### config.mk
export PLATFORM = sky130hd
export DESIGN_NAME = pipe_stage_flat
export DESIGN_NICKNAME = d
export VERILOG_FILES = /design/src/rtl/pipe_stage_if.sv /design/src/rtl/pipe_stage.sv /design/src/flat_wrapper.sv
export SDC_FILE = /design/constraint.sdc
export NUM_CORES = 1
export LEC_CHECK = 0
export ABC_AREA = 0
export BUFFER_PORTS_ARGS = -buffer_cell sky130_fd_sc_hd__buf_2
export CORE_MARGIN = 2
export CORE_UTILIZATION = 45
export CTS_CLUSTER_DIAMETER = 40
export DETAILED_ROUTE_END_ITERATION = 16
export PLACE_DENSITY = 0.69
export SYNTH_ARGS = -nofsm -noshare
export SYNTH_HDL_FRONTEND = slang
export SYNTH_SLANG_ARGS = --single-unit
export TNS_END_PERCENT = 50
### constraint.sdc
create_clock -name Clk -period 2.5 [get_ports Clk]
set_input_delay 0.125 -clock Clk [delete_from_list [all_inputs] [get_ports Clk]]
set_output_delay 0.125 -clock Clk [all_outputs]
set_load 0.03 [all_outputs]
### src/rtl/pipe_stage_if.sv
// Valid/ready handshake bundle for both sides of pipe_stage.
// The stage takes the slave modport; the bench or neighbouring logic takes master.
interface pipe_stage_if #(
   parameter int WIDTH = 32
);
   logic             in_valid;
   logic             in_ready;
   logic [WIDTH-1:0] in_data;
   logic             out_valid;
   logic             out_ready;
   logic [WIDTH-1:0] out_data;

   modport slave (
      input  in_valid, in_data, out_ready,
      output in_ready, out_valid, out_data
   );

   modport master (
      output in_valid, in_data, out_ready,
      input  in_ready, out_valid, out_data
   );
endinterface

### src/rtl/pipe_stage.sv
// Two-entry skid-buffered pipeline stage with flush and a saturating stall counter.
// in_ready comes from registered state only, so out_ready never reaches it combinationally.
module pipe_stage #(
   parameter int WIDTH = 32,
   parameter int CNT_W = 16
) (
   input  logic             Clk,
   input  logic             Reset,
   input  logic             Flush,
   pipe_stage_if.slave      bus,
   output logic [1:0]       Count,
   output logic [CNT_W-1:0] StallCycles
);
   typedef enum logic [1:0] {
      EMPTY = 2'd0,
      ONE   = 2'd1,
      FULL  = 2'd2
   } state_t;

   state_t           state_q, state_d;
   logic [WIDTH-1:0] main_q, main_d;
   logic [WIDTH-1:0] skid_q, skid_d;
   logic [CNT_W-1:0] stall_q, stall_d;
   logic             it, ot;

   assign bus.in_ready  = (state_q != FULL);
   assign bus.out_valid = (state_q != EMPTY);
   assign bus.out_data  = main_q;
   assign Count         = state_q;
   assign StallCycles   = stall_q;

   assign it = bus.in_valid  & bus.in_ready;
   assign ot = bus.out_valid & bus.out_ready;

   always_comb begin
      state_d = state_q;
      main_d  = main_q;
      skid_d  = skid_q;
      case (state_q)
         EMPTY: begin
            if (it) begin
               state_d = ONE;
               main_d  = bus.in_data;
            end
         end
         ONE: begin
            if (it && ot) begin
               main_d = bus.in_data;
            end else if (ot) begin
               state_d = EMPTY;
            end else if (it) begin
               state_d = FULL;
               skid_d  = bus.in_data;
            end
         end
         FULL: begin
            if (ot) begin
               state_d = ONE;
               main_d  = skid_q;
            end
         end
         default: state_d = EMPTY;
      endcase
      // Flush wins over any transfer in the same cycle.
      if (Flush) begin
         state_d = EMPTY;
         main_d  = '0;
         skid_d  = '0;
      end
   end

   always_comb begin
      stall_d = stall_q;
      if (bus.out_valid && !bus.out_ready && (stall_q != {CNT_W{1'b1}}))
         stall_d = stall_q + 1'b1;
   end

   always_ff @(posedge Clk or posedge Reset) begin
      if (Reset) begin
         state_q <= EMPTY;
         main_q  <= '0;
         skid_q  <= '0;
         stall_q <= '0;
      end else begin
         state_q <= state_d;
         main_q  <= main_d;
         skid_q  <= skid_d;
         stall_q <= stall_d;
      end
   end
endmodule

### src/flat_wrapper.sv
// flat-port wrapper written by rule: the top's interface ports become plain ports
module pipe_stage_flat 
#(
   parameter int WIDTH = 32,
   parameter int CNT_W = 16
)
  (Clk, Reset, Flush, Count, StallCycles, bus_in_valid, bus_in_data, bus_out_ready, bus_in_ready, bus_out_valid, bus_out_data);
  pipe_stage_if #(.WIDTH(WIDTH)) bus_i ();
  input  logic Clk;
  input  logic Reset;
  input  logic Flush;
  output logic [1:0] Count;
  output logic [CNT_W-1:0] StallCycles;
  input wire logic [$bits(bus_i.in_valid)-1:0] bus_in_valid;
  input wire logic [$bits(bus_i.in_data)-1:0] bus_in_data;
  input wire logic [$bits(bus_i.out_ready)-1:0] bus_out_ready;
  output wire logic [$bits(bus_i.in_ready)-1:0] bus_in_ready;
  output wire logic [$bits(bus_i.out_valid)-1:0] bus_out_valid;
  output wire logic [$bits(bus_i.out_data)-1:0] bus_out_data;
  assign bus_i.in_valid = bus_in_valid;
  assign bus_i.in_data = bus_in_data;
  assign bus_i.out_ready = bus_out_ready;
  assign bus_in_ready = bus_i.in_ready;
  assign bus_out_valid = bus_i.out_valid;
  assign bus_out_data = bus_i.out_data;
  pipe_stage #(.WIDTH(WIDTH), .CNT_W(CNT_W)) u_core (.Clk(Clk), .Reset(Reset), .Flush(Flush), .bus(bus_i), .Count(Count), .StallCycles(StallCycles));
endmodule
==> impl_metrics.tcl, run 1 <==
set metrics [dict create \
    status "completed" \
    dp_hpwl_mm 5.35 \
    rsz0062_at_grt "false" \
    crit_fanout 24 \
    syn_inst 300 \
    reg2reg_from "u_core.Count[1]$_DFFE_PP0P_" \
    area_delta_synth_final_pct 22.4 \
    ys_async_sr_fraction_pct 100 \
    ys_seq_elements 82 \
    grt_first_pass_wirelength_mm 13.4 \
    seq_area_frac_synth_pct 56.5 \
    worstMarginPinSlew_ps 977 \
    synthesis.area_mm2 0.00363 \
    viasPerCell 5.45 \
    critPathLaunchType "flop" \
    dieArea_mm2 0.00881 \
    port_buffers 88 \
    cap_violations 0 \
    cts.path.max_buffers 2 \
    hold_ws_ps 10.8 \
    cpMaxStageDelayCell "dfrtp_1" \
    worst_ep_required_time_ps 2380 \
    critical_path.top_delay_family "buffers and inverters" \
    setup_violations 0 \
    synth-edff-count 0 \
    antennaDiodeCount 0 \
    cts_max_level 3 \
    antenna_left 0 \
    switchingPower_mw 0.944 \
    wl_per_cell_um 16.3 \
    grt_max_degree 48 \
    cts_root_buf "clkbuf_8" \
    synth_ff_type "dfrtp_1" \
    initial_core_util_pct 46.8 \
    cellLeakagePower_nw 2.42 \
    worstRegToRegCells 3 \
    timing.fmax_ghz 0.480 \
    fillers 706 \
    clk_pin_slew_ps 90 \
    intPower_mw 2.14 \
    cp_cell_sequence "inv_1 > nand2_2 > buf_12 > buf_2" \
    drt_iter0_markers 103 \
    clock_skew_ps 10.2 \
    grt_pass1_vias 2655 \
    io_pins 89 \
    final_cell_mix "buf_2 (88), dfrtp_1 (82), nand2_1 (36)" \
    peakVddDrop_v 0.000372 \
    grt-ovfl-total 0 \
    clkPwrFrac_pct 31.7 \
    cts.sinks 82 \
    dr_total_vias 2703 \
    hold_viol 0 \
    die_w_um 93.9 \
    cp.arrival_ps 1960 \
    drive_above_1_share_pct 31.7 \
    grt_use_total_pct 19.6 \
    drtPass1Iterations 4 \
    min_path_type "in -> reg" \
    yosys_warnings 0 \
    wl_mm 8.08 \
    die_h_um 93.9 \
    post-place-ws_ps 596 \
    min_period_over_period_pct 83.3 \
    core_mm2 0.00777 \
    max_stage_delay_ps 540 \
    place_congestion 0.762 \
    switching_share_pct 30.6 \
    cts_tree "built" \
    critical_path.startpoint "u_core.Count[0]$_DFFE_PP0P_" \
    setup_slack_ps 418 \
    nNetsFinal 427 \
    p_per_area_mw_per_mm2 692 \
    syn_nets 338 \
    r2r_setup_slack_ps 560 \
    worst-path-buf-inv 3 \
    drv_slew 0 \
    end_kind "output pin" \
    total_power_mw 3.08 \
    grt_antenna_before_repair 0 \
    min_to "u_core.skid_q[10]$_DFFE_PP0P_" \
    max_slew_margin_pct 34.9 \
    pwr-share-seq_pct 49.4 \
    setup_tns_ps 0 \
    postCtsSetupBuffers 0 \
    ctsResizeCount 0 \
    synth.avg_cell_area_um2 12.1 \
    period_needed_ps 2080 \
    insertion_delay_ps 340 \
    layout_commonest_cell "buf_2" \
    whs_path_depth 2 \
    ys_types 37 \
    numCtsBuffers 9 \
    hold_start "bus_in_data[10]" \
    p_comb_share_pct 18.9 \
    path_class "reg -> out" \
    r2r-end "u_core.skid_q[31]$_DFFE_PP0P_" \
    route.detailed.drc 0 \
    core.rowCount 32 \
]
-- power by group through the flow --
| stage | logic (mW) | registers, mW | clock network [mW] |
|---|---|---|---|
| floorplan | 0.221 | 1.71 | 0 |
| global placement | 0.576 | 1.54 | 0 |
| detailed placement | 0.588 | 1.55 | 0 |
| CTS | 0.593 | 1.52 | 0.999 |
| global route | 0.636 | 1.54 | 1.06 |
| finish | 0.583 | 1.52 | 0.975 |
-- logic make-up after synthesis --
| logic type | share of synthesized area [%] |
|---|---|
| buffers and inverters | 3.37 |
| flip-flops | 56.5 |
| adder cells (fa/ha/maj) | 0.344 |
| XOR/XNOR | 3.37 |
| multiplexers | 9.43 |
| AO/OA/AOI/OAI | 17.0 |
| AND/OR/NAND/NOR | 10.0 |
-- stage by stage --
step                      cells  area (um^2)  utilization [%]
after floorplan             300         3630                -
after global placement      476         4210             54.1
after detailed placement    476         4210             54.1
after CTS                   496         4450             57.3
after global routing        496         4450             57.3
final                       496         4450             57.3
-- per-layer routing --
layer / vias to the layer above / track usage, % / part of all wire (%)
met5: - / 0 / 0
met4: 0 / 7.25 / 1.0
met3: 6 / 4.01 / 5.2
met2: 70 / 30.1 / 46
met1: 1343 / 27.5 / 48
li1: 1284 / - / -
-- flip-flops by register name (all words and copies together), names as in the netlist --
signal,count
u_core.bus.out_data,32
u_core.skid_q,32
u_core.StallCycles,16
u_core.Count,2
-- cell usage after synthesis (2+ instances only) --
| master | count | area [um^2] |
|---|---|---|
| a21oi_1 | 2 | 10.0 |
| a22o_1 | 32 | 280 |
| buf_2 | 14 | 70.1 |
| clkbuf_1 | 7 | 26.3 |
| dfrtp_1 | 82 | 2050 |
| inv_1 | 4 | 15.0 |
| mux2_2 | 2 | 22.5 |
| mux2i_1 | 32 | 320 |
| nand2_1 | 36 | 135 |
| nand3_1 | 5 | 25.0 |
| nand4_1 | 4 | 25.0 |
| nor2_1 | 4 | 15.0 |
| nor3_1 | 6 | 30.0 |
| nor3b_1 | 2 | 15.0 |
| nor4b_2 | 2 | 30.0 |
| o21ai_0 | 2 | 10.0 |
| o31ai_1 | 32 | 240 |
| xor2_1 | 13 | 114 |
-- timing repair --
| item | 4_1_cts | 5_1_grt |
|---|---|---|
| hold endpoints to repair | 38 | 0 |
| setup endpoints to repair | 0 | 0 |
| hold buffers | 4 | 0 |
-- layout make-up --
class / count / area (um^2) / area share (%)
Sequential cell: 82 / 2050 / 46.1
Multi-Input combinational cell: 192 / 1480 / 33.3
Timing Repair Buffer: 100 / 566 / 12.7
Clock buffer: 12 / 155 / 3.49
Tap cell: 102 / 128 / 2.87
Clock inverter: 4 / 50.0 / 1.12
Inverter: 4 / 16.3 / 0.365
-- worst reg2reg max path: stages, from the launching register on --
cell and delay, ps:
dfrtp_1 480, nor2b_1 500, a31oi_4 450, a22o_1 400
-- worst max-delay path by stage --
stage                                               end  cells after the start
after floorplan             u_core.Count[0]$_DFFE_PP0P_                      1
after global placement    u_core.skid_q[31]$_DFFE_PP0P_                      3
after detailed placement  u_core.skid_q[25]$_DFFE_PP0P_                      3
after CTS                                  bus_in_ready                      4
after global routing                       bus_in_ready                      4
final                                      bus_in_ready                      4
Note: power is estimated with default switching activity, not from simulation.
==> run 2, diff against run 1 <==
Settings changed: PLACE_DENSITY 0.69 to 0.72.
Clock period 2.5 ns to 1.8 ns, I/O delays scaled along.
==> impl_metrics.tcl, run 2 (synthesis results as in run 1) <==
set metrics [dict create \
    pwr-share-seq_pct 51.3 \
    clkPwrFrac_pct 27.6 \
    drt_iter0_markers 135 \
    final_area_mm2 0.00475 \
    grt-ovfl-total 0 \
    rsz0062_at_grt "false" \
    max_stage_delay_ps 380 \
    p_comb_share_pct 21.2 \
    peakVddDrop_v 0.000718 \
    status "completed" \
    initial_core_util_pct 46.8 \
    ctsResizeCount 0 \
    p_per_area_mw_per_mm2 866 \
    cp_cell_sequence "mux2_2 > a221oi_4 > buf_4 > nand2_1 > o31ai_1" \
    dpl_cell_area_mm2 0.00426 \
    reg2reg_from "u_core.Count[1]$_DFFE_PP0P_" \
    stdcell_count 532 \
    grt_max_degree 83 \
    worstRegToRegCells 5 \
    dp_hpwl_mm 5.13 \
    hold_viol 0 \
    setup_tns_ps 0 \
    port_buffers 88 \
    area_delta_synth_final_pct 30.8 \
    grt_use_total_pct 19.1 \
    grt_antenna_before_repair 0 \
    numCtsBuffers 9 \
    die_w_um 93.9 \
    final_util_pct 61.2 \
    r2r-end "u_core.bus.out_data[27]$_DFFE_PP0P_" \
    r2r_setup_slack_ps 120 \
    dieArea_mm2 0.00881 \
    period_needed_ps 1680 \
    fillers 658 \
    wl_per_cell_um 14.9 \
    wl_mm 7.92 \
    viasPerCell 5.28 \
    route.detailed.drc 0 \
    io_pins 89 \
    worstMarginPinSlew_ps 465 \
    crit_fanout 28 \
    min_period_over_period_pct 93.3 \
    final_cell_mix "buf_2 (88), dfrtp_1 (82), nand2_1 (36), dlygate4sd3_1 (33)" \
    drive_above_1_share_pct 30.2 \
    setup_slack_ps 120 \
    clk_pin_slew_ps 80 \
    cap_violations 0 \
    cts.sinks 82 \
    place_congestion 0.815 \
    setup_violations 0 \
    hold_ws_ps 83.7 \
    die_h_um 93.9 \
    end_kind "flop" \
    cts_max_level 3 \
    final-seq-area_mm2 0.00205 \
    dr_total_vias 2808 \
    insertion_delay_ps 340 \
    cts.path.max_buffers 2 \
    cts_root_buf "clkbuf_8" \
    core.rowCount 32 \
    antenna_left 0 \
    antennaDiodeCount 0 \
    hold_start "bus_out_ready" \
    drv_slew 0 \
    cpMaxStageDelayCell "mux2_2" \
    max_slew_margin_pct 69.0 \
    switching_share_pct 31.8 \
    whs_path_depth 2 \
    worst_ep_required_time_ps 2040 \
    switchingPower_mw 1.31 \
    cts_tree "built" \
    min_path_type "in -> reg" \
    timing.fmax_ghz 0.595 \
    cellLeakagePower_nw 2.55 \
    path_class "reg -> reg" \
    total_power_mw 4.12 \
    intPower_mw 2.81 \
    placed_cells 483 \
    cp.arrival_ps 1920 \
    core_mm2 0.00777 \
    layout_commonest_cell "buf_2" \
    drtPass1Iterations 4 \
    multi_input_area_mm2 0.00148 \
    grt_first_pass_wirelength_mm 13.2 \
    clock_skew_ps 10.6 \
    nNetsFinal 463 \
    critPathLaunchType "flop" \
    grt_pass1_vias 2800 \
    min_to "u_core.Count[1]$_DFFE_PP0P_" \
    post-place-ws_ps 124 \
]
-- run 2: routing by layer --
metal | vias up | track usage [%] | wire length (um)
met2 | 76 | 31.1 | 3680
met3 | 10 | 3.29 | 394
li1 | 1360 | - | -
met5 | - | 0 | 0
met4 | 0 | 6.16 | 106
met1 | 1362 | 26.0 | 3740
-- run 2: worst max path at each step --
stage,start,endpoint,slack (ps),cells past startpoint
floorplan,u_core.Count[1]$_DFFE_PP0P_,u_core.bus.out_data[29]$_DFFE_PP0P_,-130,6
global placement,u_core.Count[1]$_DFFE_PP0P_,u_core.bus.out_data[21]$_DFFE_PP0P_,170,5
detailed placement,u_core.Count[1]$_DFFE_PP0P_,u_core.bus.out_data[27]$_DFFE_PP0P_,120,5
CTS,u_core.Count[1]$_DFFE_PP0P_,u_core.bus.out_data[27]$_DFFE_PP0P_,110,5
global route,u_core.Count[1]$_DFFE_PP0P_,u_core.bus.out_data[20]$_DFFE_PP0P_,7,5
finish,u_core.Count[1]$_DFFE_PP0P_,u_core.bus.out_data[27]$_DFFE_PP0P_,120,5
-- run 2: worst max-delay path: cells and delay by family, from the launching register on --
| family | cells | cell delay (ps) |
|---|---|---|
| simple gates | 1 | 100 |
| mux | 1 | 380 |
| flops | 1 | 370 |
| buf+inv | 1 | 360 |
| compound gates | 2 | 380 |
-- run 2: power groups by stage --
stage	Combinational (mW)	Clock, mW	Sequential [mW]
global route	0.942	1.26	2.14
floorplan	0.307	0	2.38
CTS	0.885	1.18	2.11
finish	0.871	1.14	2.11
detailed placement	0.829	0	2.15
global placement	0.817	0	2.14
-- run 2: cell type report --
class,count,share of cell area [%]
tap,102,2.68
sequential,82,43.2
timing repair buffer,136,19.1
clock buffer,12,2.84
clock inverter,4,0.605
inverter,4,0.395
multi-input combinational,192,31.2
-- run 2: what timing repair did --
item	in CTS	in global routing
setup buffers	0	0
hold buffers	33	0
hold endpoints to repair	114	0
==> run 3, diff against run 2 <==
Settings changed: BUFFER_PORTS_ARGS -buffer_cell sky130_fd_sc_hd__buf_2 to default, DONT_BUFFER_PORTS from default to 1, PLACE_DENSITY 0.72 to default.
==> impl_metrics.tcl, run 3 (synthesis results as in run 1) <==
set metrics [dict create \
    status "completed" \
    grt_max_degree 83 \
    route.detailed.drc 0 \
    cts_max_level 3 \
    dr_total_vias 2563 \
    clock_skew_ps 14.3 \
    ctsResizeCount 0 \
    hold_viol 0 \
    grt_pass1_vias 2674 \
    total_power_mw 4.20 \
    reg2reg_from "u_core.Count[1]$_DFFE_PP0P_" \
    whs_path_depth 2 \
    initial_core_util_pct 46.8 \
    p_per_area_mw_per_mm2 933 \
    drv_slew 0 \
    wl_mm 8.16 \
    grt-ovfl-total 0 \
    cts.sinks 82 \
    end_kind "flop" \
    grt_first_pass_wirelength_mm 13.7 \
    switching_share_pct 30.9 \
    setup_tns_ps 0 \
    numCtsBuffers 9 \
    min_path_type "in -> reg" \
    rsz0062_at_grt "false" \
    final_cell_mix "dfrtp_1 (82), nand2_1 (36), dlygate4sd3_1 (34)" \
    timing.fmax_ghz 0.596 \
    worstMarginPinSlew_ps 433 \
    final_util_pct 58.0 \
    peakVddDrop_v 0.000526 \
    r2r_setup_slack_ps 120 \
    crit_fanout 32 \
    area_delta_synth_final_pct 23.9 \
    die_h_um 93.9 \
    place_congestion 0.734 \
    max_slew_margin_pct 71.1 \
    cp.arrival_ps 1930 \
    viasPerCell 5.57 \
    grt_use_total_pct 19.8 \
    antennaDiodeCount 0 \
    drtPass1Iterations 4 \
    grt_antenna_before_repair 0 \
    pwr-share-seq_pct 53.4 \
    cts_root_buf "clkbuf_8" \
    nNetsFinal 392 \
    cts.path.max_buffers 2 \
    cts_tree "built" \
    dieArea_mm2 0.00881 \
    core.rowCount 32 \
    wl_per_cell_um 17.7 \
    insertion_delay_ps 340 \
    intPower_mw 2.90 \
    port_buffers 0 \
    clk_pin_slew_ps 80 \
    min_to "u_core.bus.out_data[17]$_DFFE_PP0P_" \
    core_mm2 0.00777 \
    cellLeakagePower_nw 2.27 \
    drt_iter0_markers 134 \
    die_w_um 93.9 \
    clkPwrFrac_pct 30.3 \
    worst_ep_required_time_ps 2050 \
    dp_hpwl_mm 4.97 \
    io_pins 89 \
    hold_start "bus_in_data[17]" \
    r2r-end "u_core.bus.out_data[24]$_DFFE_PP0P_" \
    path_class "reg -> reg" \
    setup_violations 0 \
    p_comb_share_pct 16.3 \
    cap_violations 0 \
    switchingPower_mw 1.30 \
    worstRegToRegCells 5 \
    antenna_left 0 \
    critPathLaunchType "flop" \
    min_period_over_period_pct 93.2 \
    period_needed_ps 1680 \
    drive_above_1_share_pct 16.5 \
    layout_commonest_cell "dfrtp_1" \
]
[run 3: layer usage]
| metal | share of wire (%) | GRT usage (%) |
|---|---|---|
| met2 | 47 | 32.0 |
| met4 | 0.83 | 6.16 |
| met3 | 6.1 | 5.54 |
| met5 | 0 | 0 |
| met1 | 46 | 25.8 |
[run 3: layout make-up]
cell class | count | area, um^2
Clock buffer | 10 | 128
Clock inverter | 5 | 56.3
Fill cell | 677 | 3270
Inverter | 4 | 18.8
Multi-Input combinational cell | 192 | 1480
Sequential cell | 82 | 2050
Tap cell | 102 | 128
Timing Repair Buffer | 65 | 636
[run 3: critical path: stages (launching register included)]
cell      delay [ps]
dfrtp_1          450
mux2_2           400
a221oi_4         350
buf_12           230
nand2_1           80
o31ai_1           80
[run 3: what timing repair did]
item,CTS,global route
endpoints found under the setup margin,0,5
hold endpoints to repair,148,0
buffers inserted,0,0
hold buffers,35,0
[run 3: per-stage QoR]
stage / hold WS (ps) / cell area [um^2] / worst slack [ps] / instances
2_1_floorplan: 223 / 3640 / -125 / 300
5_1_grt: 35.1 / 4500 / 5.04 / 460
3_5_place_dp: 126 / 3960 / 127 / 410
3_3_place_gp: 123 / 3960 / 181 / 410
4_1_cts: 8.17 / 4500 / 115 / 460
6_report: 18.6 / 4500 / 123 / 460
[run 3: worst max path at each step]
stage | start | endpoint | slack [ps]
2_1_floorplan | u_core.Count[1]$_DFFE_PP0P_ | u_core.bus.out_data[29]$_DFFE_PP0P_ | -130
3_3_place_gp | u_core.Count[1]$_DFFE_PP0P_ | u_core.bus.out_data[26]$_DFFE_PP0P_ | 180
3_5_place_dp | u_core.Count[1]$_DFFE_PP0P_ | u_core.bus.out_data[24]$_DFFE_PP0P_ | 130
4_1_cts | u_core.Count[1]$_DFFE_PP0P_ | u_core.bus.out_data[24]$_DFFE_PP0P_ | 110
5_1_grt | u_core.StallCycles[5]$_DFFE_PP0P_ | u_core.StallCycles[9]$_DFFE_PP0P_ | 5
6_report | u_core.Count[1]$_DFFE_PP0P_ | u_core.bus.out_data[24]$_DFFE_PP0P_ | 120
[run 3: power by group through the flow]
stage,clock (mW),combinational [mW],sequential (mW)
floorplan,0,0.307,2.38
global placement,0,0.591,2.28
detailed placement,0,0.607,2.28
CTS,1.32,0.695,2.24
global route,1.38,0.748,2.27
finish,1.27,0.685,2.24
